<file path="config.mk">
export PLATFORM = sky130hd
export DESIGN_NAME = aesl_deadlock_param_monitor
export DESIGN_NICKNAME = d
export VERILOG_FILES = /design/src/rtl/aesl_deadlock_param_monitor.sv
export SDC_FILE = /design/constraint.sdc
export NUM_CORES = 1
export LEC_CHECK = 0
export CAP_MARGIN = 20
export CORE_MARGIN = 4
export CORE_UTILIZATION = 48
export CTS_BUF_LIST = sky130_fd_sc_hd__clkbuf_4 sky130_fd_sc_hd__clkbuf_8
export CTS_CLUSTER_DIAMETER = 150
export DETAILED_ROUTE_END_ITERATION = 7
export GPL_TIMING_DRIVEN = 0
export MAX_ROUTING_LAYER = met4
export PLACE_DENSITY = 0.78
export REMOVE_ABC_BUFFERS = 1
export SLEW_MARGIN = 10
export SYNTH_ARGS = -nofsm -noshare
export SYNTH_HDL_FRONTEND = slang
export SYNTH_SLANG_ARGS = --single-unit
export TNS_END_PERCENT = 50
</file>
<file path="constraint.sdc">
create_clock -name clock -period 2.4 [get_ports clock]
set_input_delay 0.36 -clock clock [delete_from_list [all_inputs] [get_ports clock]]
set_output_delay 0.36 -clock clock [all_outputs]
set_load 0.02 [all_outputs]
</file>
<file path="src/rtl/aesl_deadlock_param_monitor.sv">
// -----------------------------------------------------------------------------
// aesl_deadlock_param_monitor
//
// Parametrised deadlock monitor for one dataflow region of the co-simulation
// harness. Each of NUM_CH channels pairs an "axis blocked" flag with an
// "owning instance idle" flag. Channels flagged in PAR_MASK form the parallel
// region (deadlocked when at least one is blocked and every one is blocked or
// idle). The remaining channels form the sequential region (deadlocked as soon
// as any one is blocked). A child monitor's block output is ORed in. The
// candidate must persist THRESH consecutive cycles before block asserts.
//
// Ports
//   clock            in   rising-edge clock
//   reset            in   asynchronous reset, active low
//   enable           in   0 forces and holds the monitor in IDLE
//   clear            in   synchronous clear of all state and outputs
//   axis_block_sigs  in   [NUM_CH] per-channel stream blocked
//   inst_idle_sigs   in   [NUM_CH] per-channel owning instance idle
//   inst_block_sigs  in   child monitor block, ORed into the candidate
//   block            out  deadlock reported
//   block_ch         out  lowest blocked channel, captured on entry to BLOCKED
//   stall_cycles     out  [CNT_W] current candidate run length, saturating
//
// Build option
//   AESL_DEADLOCK_STICKY_EN  defined: BLOCKED is left only via clear, enable=0
//                            or reset; cand=0 freezes the run counter.
//                            undefined: cand=0 in BLOCKED returns to IDLE.
// -----------------------------------------------------------------------------
module aesl_deadlock_param_monitor #(
    parameter int                NUM_CH   = 4,
    parameter logic [NUM_CH-1:0] PAR_MASK = 4'b0111,
    parameter int                THRESH   = 16,
    parameter int                CNT_W    = 16,
    localparam int               CH_W     = (NUM_CH > 1) ? $clog2(NUM_CH) : 1
) (
    input  logic              clock,
    input  logic              reset,
    input  logic              enable,
    input  logic              clear,
    input  logic [NUM_CH-1:0] axis_block_sigs,
    input  logic [NUM_CH-1:0] inst_idle_sigs,
    input  logic              inst_block_sigs,
    output logic              block,
    output logic [CH_W-1:0]   block_ch,
    output logic [CNT_W-1:0]  stall_cycles
);

    // The run counter is at least 16 bits so it can always reach THRESH,
    // even when the reported stall_cycles is narrower.
    localparam int                RUN_W     = (CNT_W > 16) ? CNT_W : 16;
    localparam logic [RUN_W-1:0]  THR       = RUN_W'(THRESH);
    localparam logic [RUN_W-1:0]  STALL_MAX = RUN_W'({CNT_W{1'b1}});

    typedef enum logic [1:0] {
        S_IDLE    = 2'd0,
        S_ARMED   = 2'd1,
        S_BLOCKED = 2'd2
    } state_t;

    state_t             r_state;
    logic [RUN_W-1:0]   r_cnt;
    logic               r_block;
    logic [CH_W-1:0]    r_block_ch;
    logic [CNT_W-1:0]   r_stall;

    logic               w_par_dl;
    logic               w_single_dl;
    logic               w_cand;
    logic [CH_W-1:0]    w_enc;
    logic [CH_W-1:0]    w_hit_ch;
    logic [RUN_W-1:0]   w_cnt_inc;

    function automatic logic [CNT_W-1:0] sat_stall(input logic [RUN_W-1:0] c);
        return (c > STALL_MAX) ? {CNT_W{1'b1}} : c[CNT_W-1:0];
    endfunction

    always_comb begin
        // Non-parallel channels are forced to "ok" so they do not veto par_dl.
        w_par_dl    = (|(axis_block_sigs & PAR_MASK)) &&
                      (&(axis_block_sigs | inst_idle_sigs | ~PAR_MASK));
        w_single_dl = |(axis_block_sigs & ~PAR_MASK);
        w_cand      = w_par_dl | w_single_dl | inst_block_sigs;

        // Scan from the top so the lowest set index is the last one written.
        w_enc = '0;
        for (int i = NUM_CH - 1; i >= 0; i--) begin
            if (axis_block_sigs[i]) w_enc = CH_W'(i);
        end
        // A deadlock raised only by the child monitor reports channel 0.
        w_hit_ch = (w_par_dl | w_single_dl) ? w_enc : '0;

        w_cnt_inc = (r_cnt == {RUN_W{1'b1}}) ? r_cnt : r_cnt + 1'b1;
    end

    always_ff @(posedge clock or negedge reset) begin
        if (!reset) begin
            r_state    <= S_IDLE;
            r_cnt      <= '0;
            r_block    <= 1'b0;
            r_block_ch <= '0;
            r_stall    <= '0;
        end else if (clear) begin
            r_state    <= S_IDLE;
            r_cnt      <= '0;
            r_block    <= 1'b0;
            r_block_ch <= '0;
            r_stall    <= '0;
        end else if (!enable) begin
            r_state    <= S_IDLE;
            r_cnt      <= '0;
            r_block    <= 1'b0;
            r_stall    <= '0;
        end else begin
            case (r_state)
                S_IDLE: begin
                    if (w_cand) begin
                        r_cnt   <= RUN_W'(1);
                        r_stall <= sat_stall(RUN_W'(1));
                        if (THRESH == 1) begin
                            r_state    <= S_BLOCKED;
                            r_block    <= 1'b1;
                            r_block_ch <= w_hit_ch;
                        end else begin
                            r_state <= S_ARMED;
                        end
                    end else begin
                        r_cnt   <= '0;
                        r_stall <= '0;
                        r_block <= 1'b0;
                    end
                end
                S_ARMED: begin
                    if (w_cand) begin
                        r_cnt   <= w_cnt_inc;
                        r_stall <= sat_stall(w_cnt_inc);
                        if (w_cnt_inc >= THR) begin
                            r_state    <= S_BLOCKED;
                            r_block    <= 1'b1;
                            r_block_ch <= w_hit_ch;
                        end
                    end else begin
                        r_state <= S_IDLE;
                        r_cnt   <= '0;
                        r_stall <= '0;
                    end
                end
                S_BLOCKED: begin
                    if (w_cand) begin
                        r_cnt   <= w_cnt_inc;
                        r_stall <= sat_stall(w_cnt_inc);
                    end else begin
`ifdef AESL_DEADLOCK_STICKY_EN
                        // Sticky: hold block and freeze the run length.
                        r_cnt   <= r_cnt;
`else
                        r_state <= S_IDLE;
                        r_cnt   <= '0;
                        r_stall <= '0;
                        r_block <= 1'b0;
`endif
                    end
                end
                default: begin
                    r_state <= S_IDLE;
                    r_cnt   <= '0;
                    r_stall <= '0;
                    r_block <= 1'b0;
                end
            endcase
        end
    end

    assign block        = r_block;
    assign block_ch     = r_block_ch;
    assign stall_cycles = r_stall;

endmodule
</file>
Yosys cells after proc, flatten, opt, wreduce, memory -nomap -nowiden. Index checks and enable logic that the tools add are counted.

Add/subtract/negate cells: 1. Multipliers: 0. Divide/modulo/power cells: 0. Order comparisons: 2. Equality and inequality tests: 9. Shifts and indexed selects: 0. Muxes and demuxes: 34. Bitwise operators: 3. Reduce and logical (&&, ||, !) cells: 13.

Operators by type and width (count): $mux 16 (8); $pmux 16 s2 (2); $mux 2 (16); $ne 4x4->1 const B (5); $add 16x1->16 const B (1); $eq 16x16->1 const B (1); $ge 16x5->1 const B (1); $gt 16x16->1 const B (1); $reduce_and 3->1 (3); $reduce_bool 2->1 (4); $mux 1 (6); $pmux 2 s3 (1); $ne 5x5->1 const B (1); $reduce_and 4->1 (1); $reduce_or 2->1 (2); $or 3x3->3 (1); $reduce_or 3->1 (1); $eq 2x1->1 const B (1); $eq 2x2->1 const B (1); $logic_not 2->1 (1); $or 1x1->1 (2); $pmux 1 s2 (1); $logic_and 1x1->1 (1).

Register bits after elaboration: 37. Latch bits: 0. RAM bits: 0. ROM bits: 0. Input port bits: 13. Output and inout port bits: 19. Word-level logic and storage cells: 67. Memories: 0.

Longest topological paths before layout.
Depth after elaboration: 10. Gate-level depth with buffers: 10. Depth with buffers taken out: 8.

Worst setup path after synthesis. OpenSTA, ideal clock, no wires.

Path kind: flip-flop to flip-flop. Start: register stall_cycles[0] (netlist name). End: register r_state[0]. Library setup time: 0.080 ns. Arrival time: 2.286 ns. Data required time: 2.320 ns. Setup slack: 0.034 ns. Cell stages (with the launch flop): 10. Buffers on the path: 1. Period minus slack after synthesis: 2.366 ns. Cell sequence: dfrtp_1 ha_1 and4_1 buf_2 a41o_1 a21oi_1 o211ai_1 nor4_1 mux2_1 o211ai_2.

RTL lines: end signal: assignment (RTL line 97) `r_state <= S_IDLE;`; end signal: assignment (RTL line 103) `r_state <= S_IDLE;`; end signal: assignment (RTL line 109) `r_state <= S_IDLE;`; end: declaration (RTL line 60) `state_t r_state;`.

==> out/qor.txt <==
Final Critical Period: 2347 ps
maximum root-to-sink buffer count: 2
Worst VDD drop: 0.2641 mV
part of the power in registers: 0.568
First DRT Iteration DRCs: 108
DR WL/cell: 16.38 um
GRT overflow: 0
HPWL Detailed: 2.851 mm
top cells by count, synth: dfrtp_1, nor2_1, nand3_1, nor3_1
Via density: 6.216
Lkg Pwr: 0.8250 nW
WP data required: 2650 ps
Synth area leader: dfrtp_1
synth unique cells: 53
Synth Flop Type: dfrtp_1
clk_lat worst skew: 310 ps
Sw Ratio: 0.2551
YS warnings: 0
PwrDens: 306.1 nW/um^2
fraction of layout cells with a size suffix above 1: 0.2085
Final Max Tran Viols: 0
Final Net Count: 231
vias post-DR: 1585
synthesis-to-layout area growth: 28.55%
design area: 2073 um^2
number of antenna diodes: 0
Slew @ Worst Pin: 523.8 ps
sequential fraction of the synthesis area: 0.3258
CTS clk-pin slew, worst paths: 120 ps
max incr delay on CP: 440 ps
CP Launch Type: flop
CP Max Fanout: 5
clk sinks: 21
Tightest Hold Check Type: in2async
Pre-antenna DRT Iters: 4
H-tree depth: 1
Final Setup Violations: 0
std cell rows: 20
GRT Total Usage: 0.1979
Internal Power: 472.7 uW
Arrival @ worst endpoint: 2590 ps
Post-synth EDFFs: 0
dpl ws: -223.0 ps
Synth Cell Area: 1613 um^2
Synth area leaders: dfrtp_1, ha_1, nor2_1
initial antenna violation count: 0
Gate power share: 0.128
part of the power in the clock network: 0.304
critical path's slowest cell: dfrtp_2
dpl cell area: 1879 um^2
WS Path Type: reg2reg
worst setup margin: 52.71 ps
Clock Skews: 2.286 ps
Synth Instances: 180
first-pass GRT wire length: 6.782 mm
fmax: 0.4260 GHz
crit-path cells: ha_4, nand4_1, nor2_1, a221o_1, o211ai_1, nor4_2, mux2_1, o211ai_2
fin crit share: 0.9780
final setup TNS: 0 ps
Final Power: 634.6 uW
Chip Width: 65.97 um
Final Routed Wirelength: 4.177 mm
Rel. slew slack: 0.6508
top cell type's share of synthesized area: 0.3258
fillcell total: 253
Die ar.: 4351 um^2
NetSw: 161.9 uW
Syn Area/Cell: 8.960 um^2
top-count cell post-synth: dfrtp_1
reg-to-reg slack, setup: 50 ps
Root Buffer: clkbuf_4
MaxCap Viol Count: 0
Initial Util: 0.5156
Ports: 32
chip height: 65.97 um
I/O Buffers: 30
post-synthesis register bit count: 21
CTS tree: done
largest net degree at the start of global routing: 22
final weighted congestion in routability-driven placement: 0.9835
outcome: finished clean
Core ar.: 3128 um^2
DRT antenna net count: 0
worst hold margin: 365.7 ps
DR DRC count: 0
Final Hold Viols: 0
async set or reset register ratio after synthesis: 1.000
vias in the first global route: 1527
crit end category: flop
cts bufs inserted: 3
cts hold-fix bufs: 0
sequential cells by signal (all words and copies together), names as in the netlist:
name and flops:
r_cnt 14, block_ch 2, stall_cycles 2, block 1
r_state 2
worst max-delay path, delay by kind of cell (launching register included):
| kind | cells | cell delay, ps |
|---|---|---|
| AO/OA/AOI/OAI | 3 | 440 |
| adder cells (fa/ha/maj) | 1 | 170 |
| flip-flops | 1 | 440 |
| AND/OR/NAND/NOR | 3 | 870 |
| multiplexers | 1 | 360 |
cells by family (layout without fill, tap and decap cells):
logic type,count (synthesis),in the layout,share of synthesized area
AND/OR/NAND/NOR,88,88,0.3328
AO/OA/AOI/OAI,34,34,0.1559
flip-flops,21,21,0.3258
buffers and inverters,19,50,0.06904
XOR/XNOR,7,7,0.03801
adder cells (fa/ha/maj),6,6,0.04655
multiplexers,5,5,0.03181
power by group through the flow:
stage	clock network (mW)	logic [mW]	registers, mW
floorplan	0	0.0315	0.368
global placement	0	0.0682	0.367
detailed placement	0	0.0726	0.367
CTS	0.191	0.0737	0.360
global route	0.207	0.0892	0.361
finish	0.193	0.0812	0.361
per-layer routing:
metal  GRT usage  share of wire  vias up  routed length [um]
li1            -              -      739                   -
met1      0.2450           0.41      753                1710
met2      0.3379           0.52       86                2153
met3     0.02551          0.066        7                 277
met4     0.05838         0.0086        0                  36
met5           -              0        -                   0
cells in the final DEF (no fill, tap or decap), types with 3 or more instances in the layout:
cell,n
and3_1,3
xor2_1,6
inv_1,6
clkdlybuf4s50_1,30
nand2b_1,5
nand2_1,8
nand4_2,4
nor3_1,10
ha_1,5
dfrtp_2,7
o21ai_0,5
nor2_1,18
nand4_1,6
or4_1,3
dfrtp_1,14
nand3_1,12
clkbuf_4,4
mux2i_1,4
a21oi_1,8
buf_4,9
what timing repair did:
item,in CTS,in global routing
setup buffers,1,8
pin swaps,2,3
setup endpoints to repair,4,5
gates resized for setup,9,13
endpoints found under the hold margin,0,0
cloned,0,0
final timing paths:
path | end | cells after the start | from
max in group asynchronous | r_cnt[9]$_DFF_PN0_ | 2 | reset
setup reg to reg | r_state[0]$_DFFE_PN0P_ | 8 | stall_cycles[1]$_DFF_PN0_
setup / recovery | r_state[0]$_DFFE_PN0P_ | 8 | stall_cycles[1]$_DFF_PN0_
min in group clock | block_ch[0]$_DFFE_PN0P_ | 2 | block_ch[0]$_DFFE_PN0P_
hold / removal | r_cnt[2]$_DFF_PN0_ | 1 | reset
hold reg to reg | block_ch[0]$_DFFE_PN0P_ | 2 | block_ch[0]$_DFFE_PN0P_
per-stage QoR:
step / cells / utilization
after CTS: 246 / 0.6236
after detailed placement: 241 / 0.6008
after global routing: 255 / 0.6628
final: 255 / 0.6628
after global placement: 241 / 0.6008
after floorplan: 167 / -
cell type report:
cell class / instances / area, um^2 / area share
inverters: 6 / 22.52 / 0.01086
clock buffers: 4 / 30.03 / 0.01448
multi-input cells: 140 / 1049 / 0.5057
flip-flops and latches: 21 / 534.3 / 0.2577
well taps: 44 / 55.05 / 0.02655
repair buffers: 40 / 382.9 / 0.1847
No activity file was read; power rests on OpenSTA's default activity.
